--- config.mk ---
export PLATFORM = sky130hd
export DESIGN_NAME = alu_arbiter
export DESIGN_NICKNAME = d
export VERILOG_FILES = /design/src/rtl/alu_arbiter.sv
export SDC_FILE = /design/constraint.sdc
export NUM_CORES = 1
export LEC_CHECK = 0
export ABC_AREA = 1
export CAP_MARGIN = 0
export CORE_MARGIN = 10
export CORE_UTILIZATION = 25
export DETAILED_ROUTE_END_ITERATION = 7
export PLACE_DENSITY = 0.63
export SLEW_MARGIN = 15
export SYNTH_ARGS = -nofsm -noshare
export SYNTH_HDL_FRONTEND = slang
export SYNTH_SLANG_ARGS = --single-unit
--- constraint.sdc ---
create_clock -name iClk -period 1.23 [get_ports iClk]
set_clock_uncertainty 0.15 [all_clocks]
set_input_delay 0.123 -clock iClk [delete_from_list [all_inputs] [get_ports iClk]]
set_output_delay 0.123 -clock iClk [all_outputs]
set_load 0.03 [all_outputs]
--- src/rtl/alu_arbiter.sv ---
// rtl/alu_arbiter.sv - round-robin arbiter sharing one combinational ALU between two requesters
// Registers the winning operands, captures ALU result/flags a cycle later, returns them per requester.
module alu_arbiter #(
  parameter int DATA_W  = 4,
  parameter int NUM_OPS = 10
) (
  input  logic              iClk,
  input  logic              iReset,
  input  logic              iReq0Valido,
  input  logic              iReq1Valido,
  input  logic [3:0]        ivInst0,
  input  logic [3:0]        ivInst1,
  input  logic [DATA_W-1:0] ivA0,
  input  logic [DATA_W-1:0] ivB0,
  input  logic [DATA_W-1:0] ivA1,
  input  logic [DATA_W-1:0] ivB1,
  output logic              oReq0Listo,
  output logic              oReq1Listo,
  output logic              oResp0Valido,
  output logic              oResp1Valido,
  output logic [DATA_W-1:0] ovResultado0,
  output logic [DATA_W-1:0] ovResultado1,
  output logic [DATA_W-1:0] ovFlags0,
  output logic [DATA_W-1:0] ovFlags1,
  output logic              oError0,
  output logic              oError1,
  input  logic              iResp0Listo,
  input  logic              iResp1Listo,
  output logic [3:0]        ovAluInstruccion,
  output logic [DATA_W-1:0] ovAluRegistroA,
  output logic [DATA_W-1:0] ovAluRegistroB,
  input  logic [DATA_W-1:0] ivAluResultado,
  input  logic [DATA_W-1:0] ivAluFlags,
  output logic              oOcupado
);

  typedef enum logic [1:0] {IDLE, EXEC, RESP} state_t;

  localparam logic [3:0] LAST_OP = 4'(NUM_OPS - 1);

  state_t state, state_next;
  logic   prio, owner;
  logic   grant0, grant1, accept, resp_ack, illegal;

  assign grant0   = iReq0Valido && (!iReq1Valido || !prio);
  assign grant1   = iReq1Valido && (!iReq0Valido || prio);
  assign accept   = (state == IDLE) && (grant0 || grant1);
  assign resp_ack = owner ? iResp1Listo : iResp0Listo;
  assign illegal  = ovAluInstruccion > LAST_OP;

  always_ff @(posedge iClk or posedge iReset) begin
    if (iReset) state <= IDLE;
    else        state <= state_next;
  end

  always_comb begin
    state_next = state;
    case (state)
      IDLE:    if (accept) state_next = EXEC;
      EXEC:    state_next = RESP;
      RESP:    if (resp_ack) state_next = IDLE;
      default: state_next = IDLE;
    endcase
  end

  // Ready is masked during reset so every output reads 0 while it is held.
  always_comb begin
    oReq0Listo   = (state == IDLE) && grant0 && !iReset;
    oReq1Listo   = (state == IDLE) && grant1 && !iReset;
    oResp0Valido = (state == RESP) && !owner;
    oResp1Valido = (state == RESP) && owner;
    oOcupado     = (state != IDLE);
  end

  always_ff @(posedge iClk or posedge iReset) begin
    if (iReset) begin
      prio             <= 1'b0;
      owner            <= 1'b0;
      ovAluInstruccion <= '0;
      ovAluRegistroA   <= '0;
      ovAluRegistroB   <= '0;
      ovResultado0     <= '0;
      ovFlags0         <= '0;
      oError0          <= 1'b0;
      ovResultado1     <= '0;
      ovFlags1         <= '0;
      oError1          <= 1'b0;
    end else begin
      case (state)
        IDLE: if (accept) begin
          owner            <= grant1;
          ovAluInstruccion <= grant1 ? ivInst1 : ivInst0;
          ovAluRegistroA   <= grant1 ? ivA1 : ivA0;
          ovAluRegistroB   <= grant1 ? ivB1 : ivB0;
        end
        EXEC: begin
          if (owner) begin
            ovResultado1 <= illegal ? '0 : ivAluResultado;
            ovFlags1     <= illegal ? '0 : ivAluFlags;
            oError1      <= illegal;
          end else begin
            ovResultado0 <= illegal ? '0 : ivAluResultado;
            ovFlags0     <= illegal ? '0 : ivAluFlags;
            oError0      <= illegal;
          end
        end
        RESP: if (resp_ack) begin
          // Clearing on consumption keeps the idle channel's response at 0.
          prio <= ~owner;
          if (owner) begin
            ovResultado1 <= '0;
            ovFlags1     <= '0;
            oError1      <= 1'b0;
          end else begin
            ovResultado0 <= '0;
            ovFlags0     <= '0;
            oError0      <= 1'b0;
          end
        end
        default: ;
      endcase
    end
  end

endmodule
==> results by group <==
CTS
  • Clock latency on the worst-skew pair: 0.28 ns
  • Worst-path clk slew: 0.07 ns
  • Clock Sinks: 34
  • CTS buffer count: 5
  • H-tree levels: 2
  • Clk buf depth: 2
  • CTS tree: built
  • CTS root buf: clkbuf_8

Yosys
  • Synth top area share: 52.3%
  • Avg Cell Area, Syn: 7.33 um^2
  • Synth Net Count: 260
  • Post-synthesis register bit count: 34
  • Async S/R FF share, synth: 100%
  • Top post-synthesis cells by area: dfrtp_1, nand2_1, nand3_1
  • Main synth FF type: dfrtp_1
  • Mapped cell area: 0.00163 mm^2
  • Synth warn: 0
  • Post-synth EDFFs: 0
  • Synth area leader: dfrtp_1
  • Count of different cell masters after synthesis: 16
  • Most frequent cells after synthesis: nand2_1, dfrtp_1, nor2_1
  • Register area share after synthesis: 52.3%
  • Top-count cell post-synth: nand2_1
  • Post-Syn Instances: 222

Die
  • Die span in x: 101 um
  • Site Rows: 29
  • I/O Pins: 73
  • Vert. Die Dim: 101 um
  • Die Area: 0.0101 mm^2
  • Core area: 0.00635 mm^2
  • Initial Util: 25.6%

STA
  • Tightest Pin Transition: 0.450 ns
  • Final Hold Fails: 0
  • Final Setup Violations: 37
  • Final Max Slew Viols: 0
  • Final period utilization: 127%
  • Worst setup margin: -0.327 ns
  • Slew headroom: 70.0%
  • Tmin final: 1.56 ns
  • RSZ-0062 raised after global routing: yes
  • Max Fclk: 0.642 GHz

Final layout
  • Final Cell Area: 0.00289 mm^2
  • Area delta synth->final: 77.8%
  • Sequential cell area: 855 um^2
  • Share of cells above drive strength 1: 31.8%
  • Final nets: 364
  • Final non-filler cell total: 404
  • Filler instances: 655
  • Post-Route Utilization: 45.6%
  • # diodes: 0
  • Multi-input gate area: 815 um^2

Critical path
  • WP data arrival: 1.28 ns
  • Setup crit end kind: output port
  • Required @ worst endpoint: 0.96 ns
  • Worst Path Class, Setup: reg2out
  • Worst-path maximum fanout: 3
  • CP Launch Type: flop

Power
  • Leak pwr: 1.52 nW
  • Peak supply drop: 0.967 mV
  • Pwr Total: 7.48 mW
  • Power Density: 2580 mW/mm^2

Route
  • Post-route ant nets: 0
  • Wire per inst: 13.4 um
  • Drt first pass iters: 4
  • Via Count: 1724
  • Initial DRC count: 68
  • Vias/cell: 4.27
  • DRC viols: 0
  • Routed wire length: 5400 um

Status
  • Run status: finished, violations left
  • Failing checks: setup timing

Global routing
  • GR Util All Layers: 10.6%
  • Number of antenna violations at the first check in global routing: 0
  • Largest net degree at the start of global routing: 35
  • Vias in the first global route: 1778
  • First-pass GRT wire length: 8640 um
  • Remaining Overflow, GRT: 0

Hold path
  • Worst hold-check path type: in2async

Placement
  • Placed Area: 0.00261 mm^2
  • Hpwl dp: 4080 um
  • RD Place Congestion: 0.803
  • DP Worst Slack: -0.356 ns
  • Placed cell count: 385
  • Count of port buffers added during placement: 72

Job
  • Max-Cap Viols: 0
[worst paths after layout]
path	from	to	slack (ns)	cells after the start
min	iReset	prio	0.28	3
min reg2reg	ovAluRegistroB[0]	ovAluRegistroB[0]	0.32	2
max	state[1]	oReq1Listo	-0.33	6
max reg2reg	state[1]	owner	-0.18	8
min in group iClk	ivA1[3]	ovAluRegistroA[3]	0.31	5
max in group asynchronous	iReset	ovAluInstruccion[2]	0.31	3
[logic make-up after synthesis]
family,share of synthesized area (%)
DFF,52.3
buffers and inverters,3.77
and+or+nand+nor,41.3
AOI/OAI and AO/OA,2.69
[power by group]
part,internal [mW],switching [mW]
combinational,1.93,2.64
clock,0.606,0.401
sequential,1.59,0.309
[critical path, stage by stage (launching register included)]
cell	delay, ns
dfrtp_1	0.40
inv_2	0.10
nand2_4	0.07
a21oi_4	0.12
nand2_2	0.09
nor2_4	0.09
buf_6	0.13
[layout by cell type, fill, tap and decap left out]
cell,instances
inv_1,3
inv_2,4
buf_4,49
nor2_2,3
buf_12,8
nand2_4,4
nand2_2,6
nor3_1,1
inv_4,1
nand2_1,131
clkinvlp_4,1
buf_6,7
o21ai_2,3
dfrtp_2,3
o21ai_0,1
clkdlybuf4s50_1,37
nor2_1,7
bufinv_16,1
nand2_8,1
dfrtp_1,31
nand3_2,1
clkinv_2,1
nand3_4,1
clkbuf_8,5
nor2_4,4
clkbuf_1,2
nand3_1,10
a21oi_4,1
[sequential cells by signal (all words and copies together) (netlist names)]
signal / flops
owner: 1
prio: 1
ovAluInstruccion: 4
ovResultado1: 4
ovResultado0: 4
state: 2
ovFlags1: 4
ovFlags0: 4
ovAluRegistroA: 4
oError0: 1
ovAluRegistroB: 4
oError1: 1
[final cells by class]
type	count	share of cell area [%]
clock buffers	7	2.64
flip-flops and latches	34	29.5
inverters	10	1.56
multi-input cells	174	28.1
repair buffers	101	33.8
well taps	77	3.33
clock inverters	1	1.04
[timing repair]
item / 4_1_cts / 5_1_grt
gates resized for setup: 13 / 11
pin swaps: 3 / 2
setup endpoints to repair: 40 / 42
buffers inserted: 6 / 4
cloned: 0 / 1
hold buffers: 0 / 0
[layer usage]
layer	wire, um	part of all wire (%)	track usage, %
met1	2320	43	12.5
met2	2450	45	16.6
met3	587	11	5.62
met4	48	0.89	2.61
met5	0	0	0
[per-stage QoR]
| stage | hold slack [ns] | TNS (ns) |
|---|---|---|
| after floorplan | -0.0820 | -1.38 |
| after global placement | 0.307 | -7.76 |
| after detailed placement | 0.311 | -8.88 |
| after CTS | 0.293 | -4.06 |
| after global routing | 0.319 | -7.98 |
| final | 0.280 | -4.73 |
No activity file was read; power rests on OpenSTA's default activity.
